`config.mk`:
```
export PLATFORM = sky130hd
export DESIGN_NAME = code_lock_controller
export DESIGN_NICKNAME = d
export VERILOG_FILES = /design/src/rtl/code_lock_pkg.sv /design/src/rtl/code_lock_timer.sv /design/src/rtl/code_lock_controller.sv
export SDC_FILE = /design/constraint.sdc
export NUM_CORES = 1
export LEC_CHECK = 0
export CAP_MARGIN = 15
export CELL_PAD_IN_SITES_DETAIL_PLACEMENT = 1
export CELL_PAD_IN_SITES_GLOBAL_PLACEMENT = 1
export CORE_AREA = 8 8 63 54
export DETAILED_ROUTE_END_ITERATION = 6
export DIE_AREA = 0 0 71 62
export PLACE_DENSITY = 0.76
export SLEW_MARGIN = 0
export SYNTH_ARGS = -nofsm -noshare
export SYNTH_HDL_FRONTEND = slang
export SYNTH_SLANG_ARGS = --single-unit
```
`constraint.sdc`:
```
create_clock -name Clk -period 3 [get_ports Clk]
set_input_delay 0.6 -clock Clk [delete_from_list [all_inputs] [get_ports Clk]]
set_output_delay 0.6 -clock Clk [all_outputs]
set_load 0.05 [all_outputs]
```
`src/rtl/code_lock_pkg.sv`:
```
// code_lock_pkg: state encodings and default parameters for the code lock controller
package code_lock_pkg;
  typedef logic [2:0] state_t;
  localparam state_t IDLE    = 3'd0;
  localparam state_t ARMED   = 3'd1;
  localparam state_t OPEN    = 3'd2;
  localparam state_t FAIL    = 3'd3;
  localparam state_t LOCKOUT = 3'd4;
  localparam int ATTEMPT_CYCLES_DEF = 64;
  localparam int OPEN_CYCLES_DEF    = 16;
  localparam int LOCK_CYCLES_DEF    = 256;
  localparam int MAX_FAIL_DEF       = 3;
  localparam int TMR_W_DEF          = 9;
  localparam int FAIL_W_DEF         = 2;
endpackage

```
`src/rtl/code_lock_timer.sv`:
```
// code_lock_timer: shared down-counter with load, enable and zero flag
// Ports: clk_i clock, rst_ni sync active-low reset, load_i/load_val_i load value,
//        en_i decrement enable, zero_o count equals zero
module code_lock_timer #(
  parameter int TMR_W = 9
) (
  input  logic             clk_i,
  input  logic             rst_ni,
  input  logic             load_i,
  input  logic [TMR_W-1:0] load_val_i,
  input  logic             en_i,
  output logic             zero_o
);
  logic [TMR_W-1:0] cnt_q, cnt_d;
  always_comb cnt_d = load_i ? load_val_i : en_i ? cnt_q - 1'b1 : cnt_q;
  always_ff @(posedge clk_i) begin
    if (!rst_ni) cnt_q <= '0;
    else cnt_q <= cnt_d;
  end
  assign zero_o = (cnt_q == '0);
endmodule

```
`src/rtl/code_lock_controller.sv`:
```
// code_lock_controller: gates Start into the code detector, times attempts, counts failures, drives lockout and unlock
// Ports: Clk clock, Rst sync active-low reset, Start raw button, U code detected,
//        DetStart gated start, DetRst detector reset, Unlock door release, Locked lockout,
//        Busy not idle, FailCnt consecutive failures.
// Option CODE_LOCK_ALARM_EN adds AlarmClr input and registered Alarm output.
module code_lock_controller
  import code_lock_pkg::*;
#(
  parameter int ATTEMPT_CYCLES = ATTEMPT_CYCLES_DEF,
  parameter int OPEN_CYCLES    = OPEN_CYCLES_DEF,
  parameter int LOCK_CYCLES    = LOCK_CYCLES_DEF,
  parameter int MAX_FAIL       = MAX_FAIL_DEF,
  parameter int TMR_W          = TMR_W_DEF,
  parameter int FAIL_W         = FAIL_W_DEF
) (
  input  logic              Clk,
  input  logic              Rst,
  input  logic              Start,
  input  logic              U,
  output logic              DetStart,
  output logic              DetRst,
  output logic              Unlock,
  output logic              Locked,
  output logic              Busy,
`ifdef CODE_LOCK_ALARM_EN
  input  logic              AlarmClr,
  output logic              Alarm,
`endif
  output logic [FAIL_W-1:0] FailCnt
);
  state_t state_q, state_d;
  logic [FAIL_W-1:0] fail_q, fail_d;
  logic [FAIL_W:0] fail_inc;
  logic tmr_load, tmr_en, tmr_zero;
  logic [TMR_W-1:0] tmr_val;
  // one extra bit so the MAX_FAIL comparison cannot be fooled by wrap-around
  assign fail_inc = {1'b0, fail_q} + 1'b1;
  always_comb begin
    state_d  = state_q;
    fail_d   = fail_q;
    tmr_load = 1'b0;
    tmr_val  = '0;
    tmr_en   = 1'b0;
    case (state_q)
      IDLE: if (Start) begin
        state_d  = ARMED;
        tmr_load = 1'b1;
        tmr_val  = TMR_W'(ATTEMPT_CYCLES - 1);
      end
      // success takes priority over the timeout on the final cycle
      ARMED: if (U) begin
        state_d  = OPEN;
        tmr_load = 1'b1;
        tmr_val  = TMR_W'(OPEN_CYCLES - 1);
        fail_d   = '0;
      end else if (tmr_zero) state_d = FAIL;
      else tmr_en = 1'b1;
      FAIL: if (fail_inc == (FAIL_W+1)'(MAX_FAIL)) begin
        state_d  = LOCKOUT;
        tmr_load = 1'b1;
        tmr_val  = TMR_W'(LOCK_CYCLES - 1);
        fail_d   = FAIL_W'(MAX_FAIL);
      end else begin
        state_d = IDLE;
        fail_d  = fail_inc[FAIL_W-1:0];
      end
      OPEN: if (tmr_zero) state_d = IDLE;
      else tmr_en = 1'b1;
      LOCKOUT: if (tmr_zero) begin
        state_d = IDLE;
        fail_d  = '0;
      end else tmr_en = 1'b1;
      default: state_d = IDLE;
    endcase
  end
  always_ff @(posedge Clk) begin
    if (!Rst) begin
      state_q <= IDLE;
      fail_q  <= '0;
    end else begin
      state_q <= state_d;
      fail_q  <= fail_d;
    end
  end
  code_lock_timer #(.TMR_W(TMR_W)) u_timer (
    .clk_i      (Clk),
    .rst_ni     (Rst),
    .load_i     (tmr_load),
    .load_val_i (tmr_val),
    .en_i       (tmr_en),
    .zero_o     (tmr_zero)
  );
`ifdef CODE_LOCK_ALARM_EN
  logic alarm_q, alarm_d;
  always_comb alarm_d = (state_q == FAIL && state_d == LOCKOUT) ? 1'b1 : AlarmClr ? 1'b0 : alarm_q;
  always_ff @(posedge Clk) begin
    if (!Rst) alarm_q <= 1'b0;
    else alarm_q <= alarm_d;
  end
  assign Alarm = alarm_q;
`endif
  assign DetStart = Start & (state_q == IDLE);
  assign DetRst   = ~Rst | (state_q == FAIL) | (state_q == LOCKOUT);
  assign Unlock   = (state_q == OPEN);
  assign Locked   = (state_q == LOCKOUT);
  assign Busy     = (state_q != IDLE);
  assign FailCnt  = fail_q;
endmodule

```
==> results.md <==
* Post-CTS setup buffers at 0
* Worst Hold Class: register to register
* Setup TNS at 0 ps
* DP Area at approximately 1000 sq um
* Number of gates resized after CTS at 0
* Post-CTS Hold Buffers at 0
* Mapped Nets at around 120
* R2R setup slack at around 550 ps
* Critical Setup Path Class: register to output port
* Clock Pin Slew Worst Setup and Hold Paths at ~90 ps
* Clock Latency Late Sink at between 200 and 300 ps
* Area Overhead vs Synth at 14.38%
* Peak VDD IR at between 0.15 and 0.2 mV
* Antenna Cells at 0
* Vias at around 900
* Worst slew pin tran at approximately 560 ps
* Share of flip-flops with an asynchronous set or reset at 0
* Max Fclk at between 300 and 400 MHz
* Die Width at 71 microns
* DR iter-0 viols at 80
* Post-synth EDFFs at 0
* Synth Flop Type: dfxtp_1
* CP Capture Type: output port
* Core Footprint at 0.002362 sq mm
* CTS buffer count at 3
* I/O Pins at 11
* Endpoints failing setup at 0
* Final min period at about 2600 ps
* Final Hold Vio Count at 0
* Vias in the first global route at 900
* Syn avg cell area at between 8 and 9 sq um
* CP max FO at 17
* GR Util met1 at 0.1670
* CP required at roughly 2400 ps
* First-pass GRT wire length at 4512 microns
* Worst Clk Skew at 3.260 ps
* Die area at roughly 0.0044 sq mm
* Synth top area cells: dfxtp_1, nor2_1, a21oi_1
* Most Crowded Layer GR: met2
* Leakage power figure at slightly above 0.4 nW
* Dpl hpwl at 1939 microns
* Drt total wl at around 2600 microns
* Outcome: finished, final reports clean
* Starting Density at 0.3829
* CTS Sinks at 14
* Die H at ~62 microns
* Total gr overflow at 0
* Fin crit share at 0.8765
* Yosys top cell by area: dfxtp_1
* ANT nets after route at 0
* Synth Instances at between 100 and 150
* Cell area power density at ~520 mW/mm^2
* Pin count of the biggest net entering global routing at 18
* RSZ-0062 raised after global routing: no
* Register area share after synthesis at 0.3098
* Critical Path AT at approximately 2000 ps
* Max_cap viols at 0
* Port Buffers at 10
* DRT Pass-1 Iters at 4
* Layout Nets at 124
* Commonest non-fill, non-tap cell in the layout: dfxtp_1
* GP Congestion at between 0.7 and 0.8
* Slew HR at 0.6235
* Clk buf depth at 2
* Cell area after layout at 0.001035 sq mm
* Crit start category: register
* Drt wl/cell at between 15 and 20 microns
* GRT met3 Usage at 0.04006
* Initial antenna violation count at 0
* Seq cells post-synth at 14
* # rows at 16
* Most frequent cells in the layout: dfxtp_1, nor2_1, clkdlybuf4s50_1
* Pins Over Slew Limit at 0
* Cell area after synthesis at approximately 900 sq um
* Vias per inst at 6.118
* H-tree depth at 1
* CTS Root Cell: clkbuf_4
* Tot GR Track Use at 0.1323
* Met2 GRT Util at 0.2121
* CTS tree: built
* Yosys warns at 0
* Post-synthesis cell type count at 43
* Layout cells sized above 1 at 0.1197
* DRC at 0
* Share of the synthesized area in the top cell type at 0.3098
## cells in the mapped netlist (all sizes together) (4+ instances only)
master and number:
o211ai 4, nand3 5, clkbuf 6, a21oi 6, nor2 9, inv 7
dfxtp 14, nor3 5
## metrics by stage
stage          hold WS, ps  cells  utilization  power (mW)  setup WS [ps]
2_1_floorplan        433.6    111            -      0.3631          456.1
3_3_place_gp         442.0    140       0.4227      0.3982          620.1
3_5_place_dp         459.3    140       0.4227      0.4076          536.5
4_1_cts              473.1    144       0.4380      0.5500          366.3
5_1_grt              504.7    144       0.4380      0.5765          220.9
6_report             472.3    144       0.4380      0.5420          370.5
## path summary, 6_finish.rpt
| check | to | start | cells past startpoint |
|---|---|---|---|
| hold reg to reg | u_timer.cnt_q[8] | u_timer.cnt_q[8] | 2 |
| hold / removal | u_timer.cnt_q[8] | u_timer.cnt_q[8] | 2 |
| setup / recovery | Locked | state_q[0] | 4 |
| setup reg to reg | u_timer.cnt_q[5] | u_timer.cnt_q[0] | 6 |
## flip-flops by register name, summed over array words and instances, names as in the netlist
| name | flops |
|---|---|
| u_timer.cnt_q | 9 |
| state_q | 3 |
| FailCnt | 2 |
## routing by layer
metal,vias up,share of wire
li1,443,-
met1,430,0.52
met2,6,0.44
met3,2,0.027
met4,0,0.011
met5,-,0
## worst max-delay path, cell delays in order (launching register included)
cell and delay (ps):
dfxtp_1 490, nor2_1 220, nand2_1 140, inv_1 90
clkdlybuf4s50_1 800
## layout make-up
cell class	instances	area, sq um
inverters	7	26.28
flip-flops and latches	14	280.3
fillers	293	1328
clock buffers	4	36.28
repair buffers	11	102.6
well taps	27	33.78
multi-input cells	81	555.5
## cells by family (layout without fill, tap and decap cells)
kind of cell | after synthesis | in the layout | share of synthesized area
DFF | 14 | 14 | 0.3098
muxes | 2 | 2 | 0.02213
buffers and inverters | 16 | 22 | 0.07607
adders and majority gates | 2 | 2 | 0.02766
and+or+nand+nor | 41 | 41 | 0.2600
AOI/OAI and AO/OA | 36 | 36 | 0.3043
## power breakdown
group / internal, mW / total, mW / switching (mW)
clock: 0.0739 / 0.138 / 0.0642
combinational: 0.0696 / 0.173 / 0.104
sequential: 0.203 / 0.230 / 0.0278
total: 0.346 / 0.542 / 0.196
Note: power is estimated with default switching activity, not from simulation.
